<file path="src/rtl/dec_error_locator_fsm.sv">
// Hamming decoder error locator: classifies a captured syndrome and, for single
// errors, scans candidate bit positions through a masked comparator.

module dec_comparator_all_options #(
  parameter int SYND_W = 6
) (
  input  logic [SYND_W-1:0] A,
  input  logic [SYND_W-1:0] B,
  input  logic [1:0]        codeword_width,
  output logic              isEqual
);

  logic [SYND_W-1:0] w_mask;

  // Only the low k syndrome bits are meaningful for the selected codeword width.
  always_comb begin
    w_mask = '0;
    case (codeword_width)
      2'b00:   w_mask = ~({SYND_W{1'b1}} << 4);
      2'b01:   w_mask = ~({SYND_W{1'b1}} << 5);
      default: w_mask = {SYND_W{1'b1}};
    endcase
    isEqual = ((A & w_mask) == (B & w_mask));
  end

endmodule

// state    | meaning
// IDLE     | waiting for start, results from last run held
// CLASSIFY | one cycle decision on masked syndrome and parity
// SCAN     | one candidate position compared per cycle
// DONE     | one-cycle done pulse, back to IDLE
module dec_error_locator_fsm #(
  parameter int SYND_W = 6
) (
  input  logic              clk,
  input  logic              rst,
  input  logic              start,
  input  logic [SYND_W-1:0] syndrome,
  input  logic              parity_err,
  input  logic [1:0]        codeword_width,
  output logic              busy,
  output logic              done,
  output logic [1:0]        num_of_errors,
  output logic [SYND_W-1:0] err_pos
);

  typedef enum logic [1:0] {
    IDLE     = 2'd0,
    CLASSIFY = 2'd1,
    SCAN     = 2'd2,
    DONE     = 2'd3
  } state_t;

  state_t            r_state;
  logic [SYND_W-1:0] r_synd;
  logic              r_perr;
  logic [1:0]        r_width;
  logic [SYND_W-1:0] r_idx;

  logic [SYND_W-1:0] w_synd_masked;
  logic [SYND_W-1:0] w_last_idx;
  logic              w_is_equal;

  always_comb begin
    w_synd_masked = r_synd;
    w_last_idx    = SYND_W'(31);
    case (r_width)
      2'b00: begin
        w_synd_masked = r_synd & ~({SYND_W{1'b1}} << 4);
        w_last_idx    = SYND_W'(7);
      end
      2'b01: begin
        w_synd_masked = r_synd & ~({SYND_W{1'b1}} << 5);
        w_last_idx    = SYND_W'(15);
      end
      default: begin
        w_synd_masked = r_synd;
        w_last_idx    = SYND_W'(31);
      end
    endcase
  end

  dec_comparator_all_options #(.SYND_W(SYND_W)) u_cmp (
    .A              (r_synd),
    .B              (r_idx),
    .codeword_width (r_width),
    .isEqual        (w_is_equal)
  );

  always_ff @(posedge clk) begin
    if (!rst) begin
      r_state       <= IDLE;
      r_synd        <= '0;
      r_perr        <= 1'b0;
      r_width       <= 2'b00;
      r_idx         <= '0;
      busy          <= 1'b0;
      done          <= 1'b0;
      num_of_errors <= 2'd0;
      err_pos       <= '0;
    end else begin
      done <= 1'b0;
      case (r_state)
        IDLE: begin
          busy <= 1'b0;
          if (start) begin
            r_synd        <= syndrome;
            r_perr        <= parity_err;
            r_width       <= codeword_width;
            num_of_errors <= 2'd0;
            err_pos       <= '0;
            busy          <= 1'b1;
            r_state       <= CLASSIFY;
          end
        end
        CLASSIFY: begin
          if (w_synd_masked == '0) begin
            num_of_errors <= r_perr ? 2'd1 : 2'd0;
            err_pos       <= '0;
            busy          <= 1'b0;
            done          <= 1'b1;
            r_state       <= DONE;
          end else if (!r_perr) begin
            num_of_errors <= 2'd2;
            busy          <= 1'b0;
            done          <= 1'b1;
            r_state       <= DONE;
          end else begin
            r_idx   <= SYND_W'(1);
            r_state <= SCAN;
          end
        end
        SCAN: begin
          if (w_is_equal) begin
            err_pos       <= r_idx;
            num_of_errors <= 2'd1;
            busy          <= 1'b0;
            done          <= 1'b1;
            r_state       <= DONE;
          end else if (r_idx == w_last_idx) begin
            // Syndrome points beyond the codeword: treat as uncorrectable.
            err_pos       <= '0;
            num_of_errors <= 2'd2;
            busy          <= 1'b0;
            done          <= 1'b1;
            r_state       <= DONE;
          end else begin
            r_idx <= r_idx + SYND_W'(1);
          end
        end
        DONE: begin
          busy    <= 1'b0;
          r_state <= IDLE;
        end
        default: begin
          busy    <= 1'b0;
          r_state <= IDLE;
        end
      endcase
    end
  end

endmodule

</file>
<file path="config.mk">
export PLATFORM = sky130hd
export DESIGN_NAME = dec_error_locator_fsm
export DESIGN_NICKNAME = d
export VERILOG_FILES = /design/src/rtl/dec_error_locator_fsm.sv
export SDC_FILE = /design/constraint.sdc
export NUM_CORES = 1
export LEC_CHECK = 0
export ABC_CLOCK_PERIOD_IN_PS = 2700
export BUFFER_PORTS_ARGS = -buffer_cell sky130_fd_sc_hd__buf_2
export CORE_UTILIZATION = 35
export CTS_CLUSTER_DIAMETER = 120
export CTS_CLUSTER_SIZE = 40
export DETAILED_ROUTE_END_ITERATION = 6
export HOLD_SLACK_MARGIN = 0.05
export SYNTH_ARGS = -nofsm -noshare
export SYNTH_HDL_FRONTEND = slang
export SYNTH_SLANG_ARGS = --single-unit
</file>
<file path="constraint.sdc">
create_clock -name clk -period 2.7 [get_ports clk]
set_input_delay 0.54 -clock clk [delete_from_list [all_inputs] [get_ports clk]]
set_output_delay 0.54 -clock clk [all_outputs]
set_load 0.03 [all_outputs]
</file>
* After elaboration in Yosys (flattened, before gate mapping) *
Cells that the tools add are included.

storage, ports and cells
  register bits after elaboration = 27
  input port bits = 12
  output and inout bits = 10
  word-level logic and storage cells = 74

operators by class
  add/sub/neg operators = 1
  eq/ne operators = 14
  mux-type cells = 37
  bitwise logic cells = 2
  reduce and logical (&&, ||, !) cells = 11

operators by type and width
  kind                   count
  $mux W6                8
  $pmux W6 S2            3
  $pmux W6 S3            1
  $mux W2                8
  $and A6 B6 Y6          2
  $eq A6 B6 Y1           2
  $mux W1                12
  $ne A2 B2 Y1 const B   6
  $pmux W5 S2            1
  $pmux W2 S4            1
  $reduce_and A4 Y1      2
  $add A6 B1 Y6 const B  1
  $logic_not A6 Y1       1
  $pmux W2 S3            1
  $reduce_and A2 Y1      3
  $reduce_and A5 Y1      1
  $eq A2 B1 Y1 const B   2
  $eq A2 B2 Y1 const B   2
  $logic_not A2 Y1       2
  $pmux W1 S4            1
  $ne A3 B2 Y1 const B   1
  $ne A3 B3 Y1 const B   1
  $reduce_bool A3 Y1     1
  $pmux W1 S2            1
  $reduce_bool A2 Y1     1

* Longest topological paths before layout *
Gate-level depths: netlist of the first run.

  depth after elaboration = 6
  depth in mapped cells = 7

* Modules after synthesis *
A second synthesis of the first run with hierarchy kept.

unflattened totals
  cell total of the unflattened synthesis = 172
  area total of the unflattened synthesis = 1,401.3 µm²

modules (own cells, without submodules)
  module                      instances  cells an instance  area each (µm²)  sequential area each (µm²)
  dec_error_locator_fsm       1          162                1,327.5          540.5
  dec_comparator_all_options  1          10                 73.8             0.0

* Worst setup path after synthesis of the first run *
OpenSTA, ideal clock, no wires.

  path type = reg2reg
  from = reg r_state[0]
  to = reg num_of_errors[1]
  setup time = 0.059 ns
  arrival = 1.769 ns
  data required time = 2.641 ns
  setup slack = 0.872 ns
  cell stages (with the launch flop) = 8
  cell sequence = dfxtp_1 -> inv_1 -> ha_1 -> nand2b_1 -> or2b_1 -> or2_2 -> a2111oi_2 -> a31o_1

between the ends
  word-level cells in the longest chain between the ends = 3

RTL lines
  element                                               line  text
  from (decl)                                           55    state_t r_state;
  from (signal assigned)                                93    r_state <= IDLE;
  from (signal assigned)                                114   r_state <= CLASSIFY;
  from (signal assigned)                                123   r_state <= DONE;
  $eq A2 B2 Y1, or another cell as far along            104   case (r_state)
  $ne A3 B2 Y1 (no line), or another cell as far along  -
  $reduce_and A4 Y1 (no line)                           -
  to (signal assigned)                                  119   num_of_errors <= r_perr ? 2'd1 : 2'd0;
  to (decl)                                             44    output logic [1:0] num_of_errors,

Parallel ways exist; a longest one is shown, timed or not.
A chain may end at the register's enable or synchronous reset.

* Worst setup path after layout of the first run *
Ends and elaborated chain as after synthesis.

==> impl_metrics.tcl, run 1 <==
set metrics [dict create \
    hold_violations 0 \
    synthXorXnorAreaFrac_pct 3.97 \
    maxSlewHeadroom_pct 53.7 \
    slowest_delay_ns 0.39 \
    synth_top_family_by_area "compound AO/OA/AOI/OAI gates" \
    io_pins 22 \
    synth_fa_ha_area_share_pct 4.86 \
    worst_pin_slew_ns 0.694 \
    ff_latch_area_um2 541 \
    critPathSlowestCell "dfxtp_1" \
    cap_violations 0 \
    numCtsBuffers 3 \
    htree_levels 1 \
    yosys_warnings 0 \
    core_area_um2 4120 \
    rsz0062_at_grt "no" \
    tritoncts "yes" \
    drive_above_1_share_pct 18.8 \
    most-common-layout-cells "27 x dfxtp_1, 22 x a21oi_1, 21 x buf_2" \
    dp_hpwl_mm 2.57 \
    critical_path_arrival_ns 2.38 \
    hold_class "flop to flop" \
    grt_max_degree 21 \
    gp_congestion 0.790 \
    worstPathRequired_ns 2.94 \
    viasPerCell 5.56 \
    wire_per_inst_um 14.1 \
    io_buffer_count 21 \
    synth-simple-area-share_pct 21.5 \
    clockBufferDepth 2 \
    grt_use_total_pct 16.7 \
    antenna_found_initial 0 \
    slew_violations 0 \
    pre_cts_ws_ns 0.581 \
    min_period_over_period_pct 79.2 \
    fin_cells 247 \
    drc 0 \
    cts_resized 0 \
    synth_compound_area_share_pct 25.7 \
    ys_types 45 \
    nFillCells 435 \
    synth.ff_latch_count 27 \
    clock_sinks 27 \
    post-cts-setup-buffer-count 0 \
    leakage_nw 0.625 \
    clkSlewWorstSetupHoldPaths_ns 0.10 \
    fin_crit_ns 2.14 \
    setup_ws_ns 0.561 \
    dr.pass1.iters 4 \
    outcome "finished, final reports clean" \
    yosysSeqAreaShare_pct 35.0 \
    grt.overflow.total 0 \
    drt_iter0_drc 48 \
    die_w_um 68.4 \
    final_common_cell "dfxtp_1" \
    finalSetupViolations 0 \
    antenna_left 0 \
    dieArea_um2 4680 \
    diodes 0 \
    die_h_um 68.4 \
    synth-async-reset-ratio_pct 0 \
    endpoint_kind "flop" \
    start_util_pct 37.5 \
    grt_pass1_wl_mm 5.83 \
    ir_drop_v 0.000433 \
    wl_met1_mm 1.76 \
    cts.hold.buffers_added 0 \
    setup_tns_ns 0 \
    synthMuxAreaShare_pct 1.46 \
    max_freq_ghz 0.468 \
    crit_fanout 12 \
    syn_area_um2 1550 \
    nets 216 \
    syn_avg_cell_area_um2 8.58 \
    clockRootBuffer "clkbuf_8" \
    start_kind "flop" \
    grt_pass1_vias 1201 \
    row_count 23 \
    vias 1374 \
    dr_wl_met3_um 106 \
    multi_input_area_um2 890 \
    worstSetupPathType "flop to flop" \
    syn_inst 180 \
    crit_chain "inv_1 -> ha_1 -> nand2b_1 -> or2b_1 -> or2_2 -> a2111oi_2 -> a31o_1" \
    clk_latency_ns 0.28 \
    synthFlopType "dfxtp_1" \
    highest_layer "met4" \
    skew_ns 0.00797 \
    place_inst 243 \
    syn_nets 198 \
    p_per_area_nw_per_um2 878 \
    wl_mm 3.49 \
    synth_edf_count 0 \
    wl_met2_mm 1.55 \
    area_growth_pct 9.47 \
]
flip-flops by register name, summed over array words and instances (netlist names):
signal and cells:
num_of_errors 2, done 1, r_width 2, r_idx 6, r_synd 6, r_state 2
err_pos 6, r_perr 1, busy 1
final cells by class:
| cell class | count | share of cell area (%) |
|---|---|---|
| flip-flops and latches | 27 | 32.0 |
| well taps | 50 | 3.70 |
| clock inverters | 1 | 0.444 |
| clock buffers | 3 | 2.44 |
| multi-input cells | 135 | 52.6 |
| inverters | 8 | 1.78 |
| repair buffers | 23 | 7.10 |
synthesized netlist by cell type (all sizes together) (2+ instances only):
| cell | count | share of area, % |
|---|---|---|
| o31ai | 3 | 1.5 |
| xor2 | 2 | 1.1 |
| ha | 6 | 4.9 |
| a2111oi | 5 | 3.6 |
| a21oi | 22 | 7.1 |
| nand2b | 3 | 1.2 |
| or3 | 2 | 1.1 |
| buf | 4 | 2.5 |
| nand2 | 20 | 4.9 |
| nand4 | 8 | 3.6 |
| o32ai | 2 | 1.1 |
| xnor2 | 5 | 2.8 |
| nand3 | 15 | 4.9 |
| nor2 | 6 | 1.5 |
| a2bb2oi | 2 | 1.1 |
| a21o | 2 | 0.97 |
| a31oi | 2 | 0.81 |
| dfxtp | 27 | 35 |
| o22ai | 2 | 0.81 |
| nor4 | 2 | 0.81 |
| inv | 8 | 1.9 |
| clkbuf | 6 | 3.0 |
| o21ai | 11 | 3.6 |
cell families after synthesis:
logic type      Yosys count
compound gates           58
xor+xnor                  7
fa+ha+maj                 6
buf+inv                  18
flops                    27
mux                       1
simple gates             63
power by group:
part,leakage (nW),switching (mW),internal [mW],total (mW)
Sequential,0.220,0.0616,0.459,0.520
Combinational,0.384,0.463,0.258,0.721
Clock,0.0217,0.139,0.105,0.244
Total,0.625,0.663,0.822,1.49
path summary, 6_finish.rpt:
path | startpoint | endpoint | slack (ns) | depth (start not counted)
worst max-delay path | r_state[0] | num_of_errors[1] | 0.56 | 7
worst min-delay path | err_pos[4] | err_pos[4] | 0.48 | 2
worst max register to register | r_state[0] | num_of_errors[1] | 0.56 | 7
worst min register to register | err_pos[4] | err_pos[4] | 0.48 | 2
critical path, delay by kind of cell, from the launching register on:
kind	cells	cell delay (ns)
buf+inv	1	0.10
flops	1	0.39
simple gates	3	0.80
fa+ha+maj	1	0.36
compound gates	2	0.46
metal layers:
metal  track usage, %  vias to the layer above
met2             24.1                       29
li1                 -                      704
met4             7.81                        0
met1             24.2                      632
met5                0                        -
met3             2.17                        9
metrics by stage:
stage	util [%]	hold WS [ns]	power, mW	area (um2)
2_1_floorplan	-	0.450	1.11	1550
3_3_place_gp	39.9	0.465	1.25	1640
3_5_place_dp	39.9	0.467	1.25	1640
4_1_cts	41.1	0.482	1.48	1690
5_1_grt	41.1	0.513	1.59	1690
6_report	41.1	0.483	1.49	1690
Note: power is estimated with default switching activity, not from simulation.
==> inputs of run 2 (changes only) <==
--- a/config.mk
+++ b/config.mk
@@ -5,7 +5,8 @@
 export SDC_FILE = /design/constraint.sdc
 export NUM_CORES = 1
 export LEC_CHECK = 0
-export ABC_CLOCK_PERIOD_IN_PS = 2700
+export ABC_AREA = 1
+export ABC_CLOCK_PERIOD_IN_PS = 2020
 export BUFFER_PORTS_ARGS = -buffer_cell sky130_fd_sc_hd__buf_2
 export CORE_UTILIZATION = 35
 export CTS_CLUSTER_DIAMETER = 120
==> constraint.sdc (replaced) <==
create_clock -name clk -period 2.02 [get_ports clk]
set_input_delay 0.404 -clock clk [delete_from_list [all_inputs] [get_ports clk]]
set_output_delay 0.404 -clock clk [all_outputs]
set_load 0.03 [all_outputs]
==> run 2 against run 1 <==
Effect of this change:
- hold slack got worse by 0.11 ns
- die area increased by 7.8%
- synthesized area increased by 8.1%
- setup slack got worse by 0.30 ns
- final area increased by 9.0%
- total power increased by 99%
- clock skew decreased by 0.0040 ns
- synthesized cell count increased by 21%
- core utilization increased by 0.085 points
==> impl_metrics.tcl, run 2 <==
set metrics [dict create \
    nets 255 \
    antenna_found_initial 0 \
    syn_inst 217 \
    synth_top_cells_by_count "42 x nand2_1, 27 x dfxtp_1, 22 x inv_1" \
    pwr-share-clk_pct 10.5 \
    final_common_cell "nand2_1" \
    whs_ns 0.377 \
    htree_levels 1 \
    yosysSeqAreaShare_pct 32.4 \
    grt_max_degree 18 \
    tritoncts "yes" \
    clockBufferDepth 2 \
    cap_violations 0 \
    cts.hold.buffers_added 0 \
    numCtsBuffers 3 \
    die_h_um 71.1 \
    clk_latency_ns 0.27 \
    r2r_cells 10 \
    dp_hpwl_mm 2.57 \
    rsz0062_at_grt "no" \
    drt_iter0_drc 66 \
    area_growth_pct 10.3 \
    endpoint_kind "flop" \
    finalSetupViolations 0 \
    synth_edf_count 0 \
    setup_ws_ns 0.259 \
    ys_types 31 \
    top_regs "err_pos x6, r_idx x6, r_synd x6" \
    synth_top_cell_area_share_pct 32.4 \
    p_sw_share_pct 50.0 \
    sequentialPowerShare_pct 28.5 \
    syn_avg_cell_area_um2 7.70 \
    p_int_mw 1.47 \
    drc 0 \
    start_util_pct 37.3 \
    rr_startpoint "r_state[0]" \
    synth-async-reset-ratio_pct 0 \
    synth.ff_latch_count 27 \
    grt_pass1_vias 1311 \
    outcome "finished, final reports clean" \
    yosysMostFrequentCell "nand2_1" \
    reg2reg_to "num_of_errors[0]" \
    slowest_delay_ns 0.34 \
    synthFlopType "dfxtp_1" \
    setup_tns_ns 0 \
    crit_chain "inv_1 -> ha_1 -> inv_1 -> a21oi_2 -> nand2_4 -> nand3_1 -> inv_1 -> nand2_1 -> nand2_1 -> nor2_1" \
    core_area_um2 4470 \
    min_period_over_period_pct 87.2 \
    skew_ns 0.00396 \
    antenna_left 0 \
    reg2reg_slack_ns 0.26 \
    pre_cts_ws_ns 0.262 \
    row_count 24 \
    crit_fanout 11 \
    drive_above_1_share_pct 28.8 \
    clock_sinks 27 \
    yosys-top-cells-area "dfxtp_1 32%, nand2_1 9.4%, a21oi_1 5.4%" \
    p_switching_mw 1.48 \
    ir_drop_v 0.000630 \
    wl_mm 3.30 \
    maxSlewHeadroom_pct 69.5 \
    critPathSlowestCell "ha_1" \
    clkSlewWorstSetupHoldPaths_ns 0.09 \
    synth_largest_area_cell "dfxtp_1" \
    syn_area_um2 1670 \
    io_buffer_count 21 \
    grt.overflow.total 0 \
    vias 1372 \
    syn_nets 235 \
    comb_power_share_pct 61.1 \
    worst_pin_slew_ns 0.456 \
    wire_per_inst_um 11.5 \
    grt_pass1_wl_mm 5.94 \
    yosys_warnings 0 \
    leakage_nw 0.834 \
    worstPathRequired_ns 2.23 \
    io_pins 22 \
    hold_class "input pin to flop" \
    start_kind "flop" \
    slew_violations 0 \
    hold_violations 0 \
    dieArea_um2 5050 \
    max_freq_ghz 0.568 \
    most-common-layout-cells "42 x nand2_1, 26 x dfxtp_1, 22 x inv_1" \
    worstSetupPathType "flop to flop" \
    endpoint "num_of_errors[0]" \
    dr.pass1.iters 6 \
    fin_crit_ns 1.76 \
    clockRootBuffer "clkbuf_8" \
    grt_use_total_pct 14.6 \
    gp_congestion 0.835 \
    cpMostUsedCell "inv_1" \
    p_per_area_nw_per_um2 1600 \
    viasPerCell 4.76 \
    diodes 0 \
    die_w_um 71.1 \
    critical_path_arrival_ns 1.98 \
    startpoint "r_state[0]" \
]
## run 2: timing repair
| action | CTS | global route |
|---|---|---|
| setup endpoints to repair | 0 | 2 |
| buffers inserted | 0 | 0 |
| hold endpoints to repair | 0 | 0 |
| resized for setup | 0 | 1 |
## run 2: how the worst min path moves through the flow
stage                start          to  slack (ns)  cells past startpoint
2_1_floorplan    r_synd[5]   r_synd[5]        0.46                      2
3_3_place_gp    err_pos[0]  err_pos[0]        0.46                      2
3_5_place_dp    err_pos[0]  err_pos[0]        0.46                      2
4_1_cts        syndrome[3]   r_synd[3]        0.38                      3
5_1_grt        syndrome[0]   r_synd[0]        0.41                      3
6_report       syndrome[3]   r_synd[3]        0.38                      3
## run 2: final cells by class
class                      count  area, um2
sequential                    27        542
multi-input combinational    157        977
inverter                      25       93.8
timing repair buffer          23        120
clock buffer                   4       45.0
fill                         448       2630
tap                           52       65.1
## run 2: power by group through the flow
stage          registers, mW  logic (mW)  clock network [mW]
2_1_floorplan          0.971        1.42                   0
3_3_place_gp           0.854        1.80                   0
3_5_place_dp           0.854        1.81                   0
4_1_cts                0.842        1.81               0.320
5_1_grt                0.866        2.04               0.338
6_report               0.840        1.80               0.309
## run 2: worst max-delay path: cells and delay by family, from the launching register on
kind	cells	cell delay (ns)
simple gates	5	0.47
buf+inv	3	0.38
fa+ha+maj	1	0.34
flops	1	0.33
compound gates	1	0.18
## run 2: through the flow
step                      total power [mW]  instances  cell area (um2)  util (%)
after floorplan                       2.39        217             1670         -
after global placement                2.65        284             1800      40.2
after detailed placement              2.66        284             1800      40.2
after CTS                             2.98        288             1840      41.2
after global routing                  3.24        288             1840      41.2
final                                 2.95        288             1840      41.2
## run 2: logic make-up after synthesis
kind of cell,share of synthesized area (%)
AOI/OAI and AO/OA,15.9
xor gates and xnor gates,3.07
adders and majority gates,4.49
buffers and inverters,9.14
DFF,32.4
and+or+nand+nor,35.1
## run 2: metal layers
metal / track usage [%] / routed length (um) / vias up
li1: - / - / 736
met1: 19.9 / 1710 / 601
met2: 24.1 / 1450 / 31
met3: 3.13 / 111 / 4
met4: 2.44 / 34 / 0
met5: 0 / 0 / -
==> inputs of run 3 (changes only) <==
--- a/config.mk
+++ b/config.mk
@@ -8,11 +8,13 @@
 export ABC_AREA = 1
 export ABC_CLOCK_PERIOD_IN_PS = 2020
 export BUFFER_PORTS_ARGS = -buffer_cell sky130_fd_sc_hd__buf_2
+export CORE_ASPECT_RATIO = 0.75
 export CORE_UTILIZATION = 35
 export CTS_CLUSTER_DIAMETER = 120
 export CTS_CLUSTER_SIZE = 40
 export DETAILED_ROUTE_END_ITERATION = 6
 export HOLD_SLACK_MARGIN = 0.05
+export PLACE_DENSITY = 0.65
 export SYNTH_ARGS = -nofsm -noshare
 export SYNTH_HDL_FRONTEND = slang
 export SYNTH_SLANG_ARGS = --single-unit
==> run 3 against run 2 <==
Effect of this change:
- sequential cell count unchanged
- critical path depth is the same
- via count decreased by 0.73%
- first-iteration DRC count is 35% higher
- die area barely moved
- critical path type unchanged
==> impl_metrics.tcl, run 3 (same netlist as run 2, synthesis figures left out) <==
set metrics [dict create \
    startpoint "r_state[0]" \
    wl_mm 3.39 \
    setup_ws_ns 0.220 \
    finalSetupViolations 0 \
    ir_drop_v 0.000746 \
    hold_class "input pin to flop" \
    antenna_left 0 \
    endpoint_kind "flop" \
    dieArea_um2 5060 \
    vias 1362 \
    antenna_found_initial 0 \
    critical_path_arrival_ns 2.02 \
    maxSlewHeadroom_pct 69.3 \
    row_count 21 \
    viasPerCell 4.66 \
    cts.hold.buffers_added 0 \
    fin_crit_ns 1.80 \
    min_from "syndrome[2]" \
    drive_above_1_share_pct 28.5 \
    p_per_area_nw_per_um2 1600 \
    leakage_nw 0.831 \
    clock_sinks 27 \
    final_common_cell "nand2_1" \
    cts_resized 0 \
    htree_levels 1 \
    worst_pin_slew_ns 0.460 \
    outcome "finished, final reports clean" \
    io_buffer_count 21 \
    slew_violations 0 \
    gp_congestion 0.806 \
    clkSlewWorstSetupHoldPaths_ns 0.09 \
    io_pins 22 \
    clk_latency_ns 0.28 \
    nFillCells 479 \
    most-common-layout-cells "42 x nand2_1, 27 x dfxtp_1, 22 x inv_1" \
    tritoncts "yes" \
    core_area_um2 4520 \
    die_h_um 61.8 \
    grt_pass1_vias 1196 \
    wire_per_inst_um 11.6 \
    diodes 0 \
    min_period_over_period_pct 89.1 \
    setup_tns_ns 0 \
    skew_ns 0.00378 \
    worstSetupPathType "flop to flop" \
    grt.overflow.total 0 \
    pre_cts_ws_ns 0.250 \
    hold_violations 0 \
    rsz0062_at_grt "no" \
    rr_startpoint "r_state[0]" \
    worstPathRequired_ns 2.24 \
    crit_fanout 11 \
    dr.pass1.iters 4 \
    start_kind "flop" \
    max_freq_ghz 0.556 \
    grt_max_degree 18 \
    cap_violations 0 \
    area_growth_pct 10.3 \
    nets 254 \
    grt_pass1_wl_mm 5.71 \
    grt_use_total_pct 15.1 \
    clockRootBuffer "clkbuf_8" \
    clockBufferDepth 2 \
    post-cts-setup-buffer-count 0 \
    top_regs "err_pos x6, r_idx x6, r_synd x6" \
    start_util_pct 37.0 \
    numCtsBuffers 3 \
    die_w_um 81.8 \
    drt_iter0_drc 89 \
    dp_hpwl_mm 2.60 \
    drc 0 \
]
run 3: changes by cell type in the layout (fill, tap and decap cells not counted):
cell and change:
buf_4 -1, clkbuf_1 -1, clkinv_2 +1, dfxtp_1 +1, dfxtp_2 -1
run 3: path summary, 6_finish.rpt:
path	cells after the start	end	slack (ns)
setup / recovery	10	num_of_errors[0]	0.22
hold / removal	3	r_synd[2]	0.37
setup reg to reg	10	num_of_errors[0]	0.22
hold reg to reg	2	err_pos[0]	0.48
run 3: metrics by stage:
stage               hold WS, ns  instance area [um2]  power [mW]  utilization, %  std cells
floorplan                 0.456                 1670        2.39               -        217
global placement          0.469                 1800        2.63            39.7        288
detailed placement        0.468                 1800        2.66            39.7        288
CTS                       0.371                 1840        2.97            40.8        292
global route              0.396                 1840        3.22            40.8        292
finish                    0.372                 1840        2.95            40.8        292
run 3: routing by layer:
| metal | wire length [um] | global-route usage, % |
|---|---|---|
| met1 | 1900 | 22.0 |
| met2 | 1320 | 22.8 |
| met3 | 160 | 3.94 |
| met4 | 14 | 2.26 |
| met5 | 0 | 0 |
run 3: final cells by class:
cell class,instances,area (um2),area share (%)
Inverter,25,93.8,5.10
Timing Repair Buffer,22,113,6.11
Clock buffer,3,41.3,2.24
Tap cell,57,71.3,3.87
Clock inverter,1,5.00,0.272
Sequential cell,27,541,29.3
Multi-Input combinational cell,157,977,53.1
run 3: power breakdown:
group | total (mW) | switching, mW | internal, mW
Sequential | 0.860 | 0.154 | 0.706
Combinational | 1.77 | 1.16 | 0.615
Clock | 0.315 | 0.177 | 0.139
run 3: critical path: stages, from the launching register on:
cell and delay, ns:
dfxtp_1 0.34, inv_1 0.13, ha_1 0.35, inv_1 0.19
a21oi_2 0.19, nand2_4 0.15, nand3_1 0.14, inv_1 0.07
nand2_1 0.05, nand2_1 0.04, nor2_1 0.08
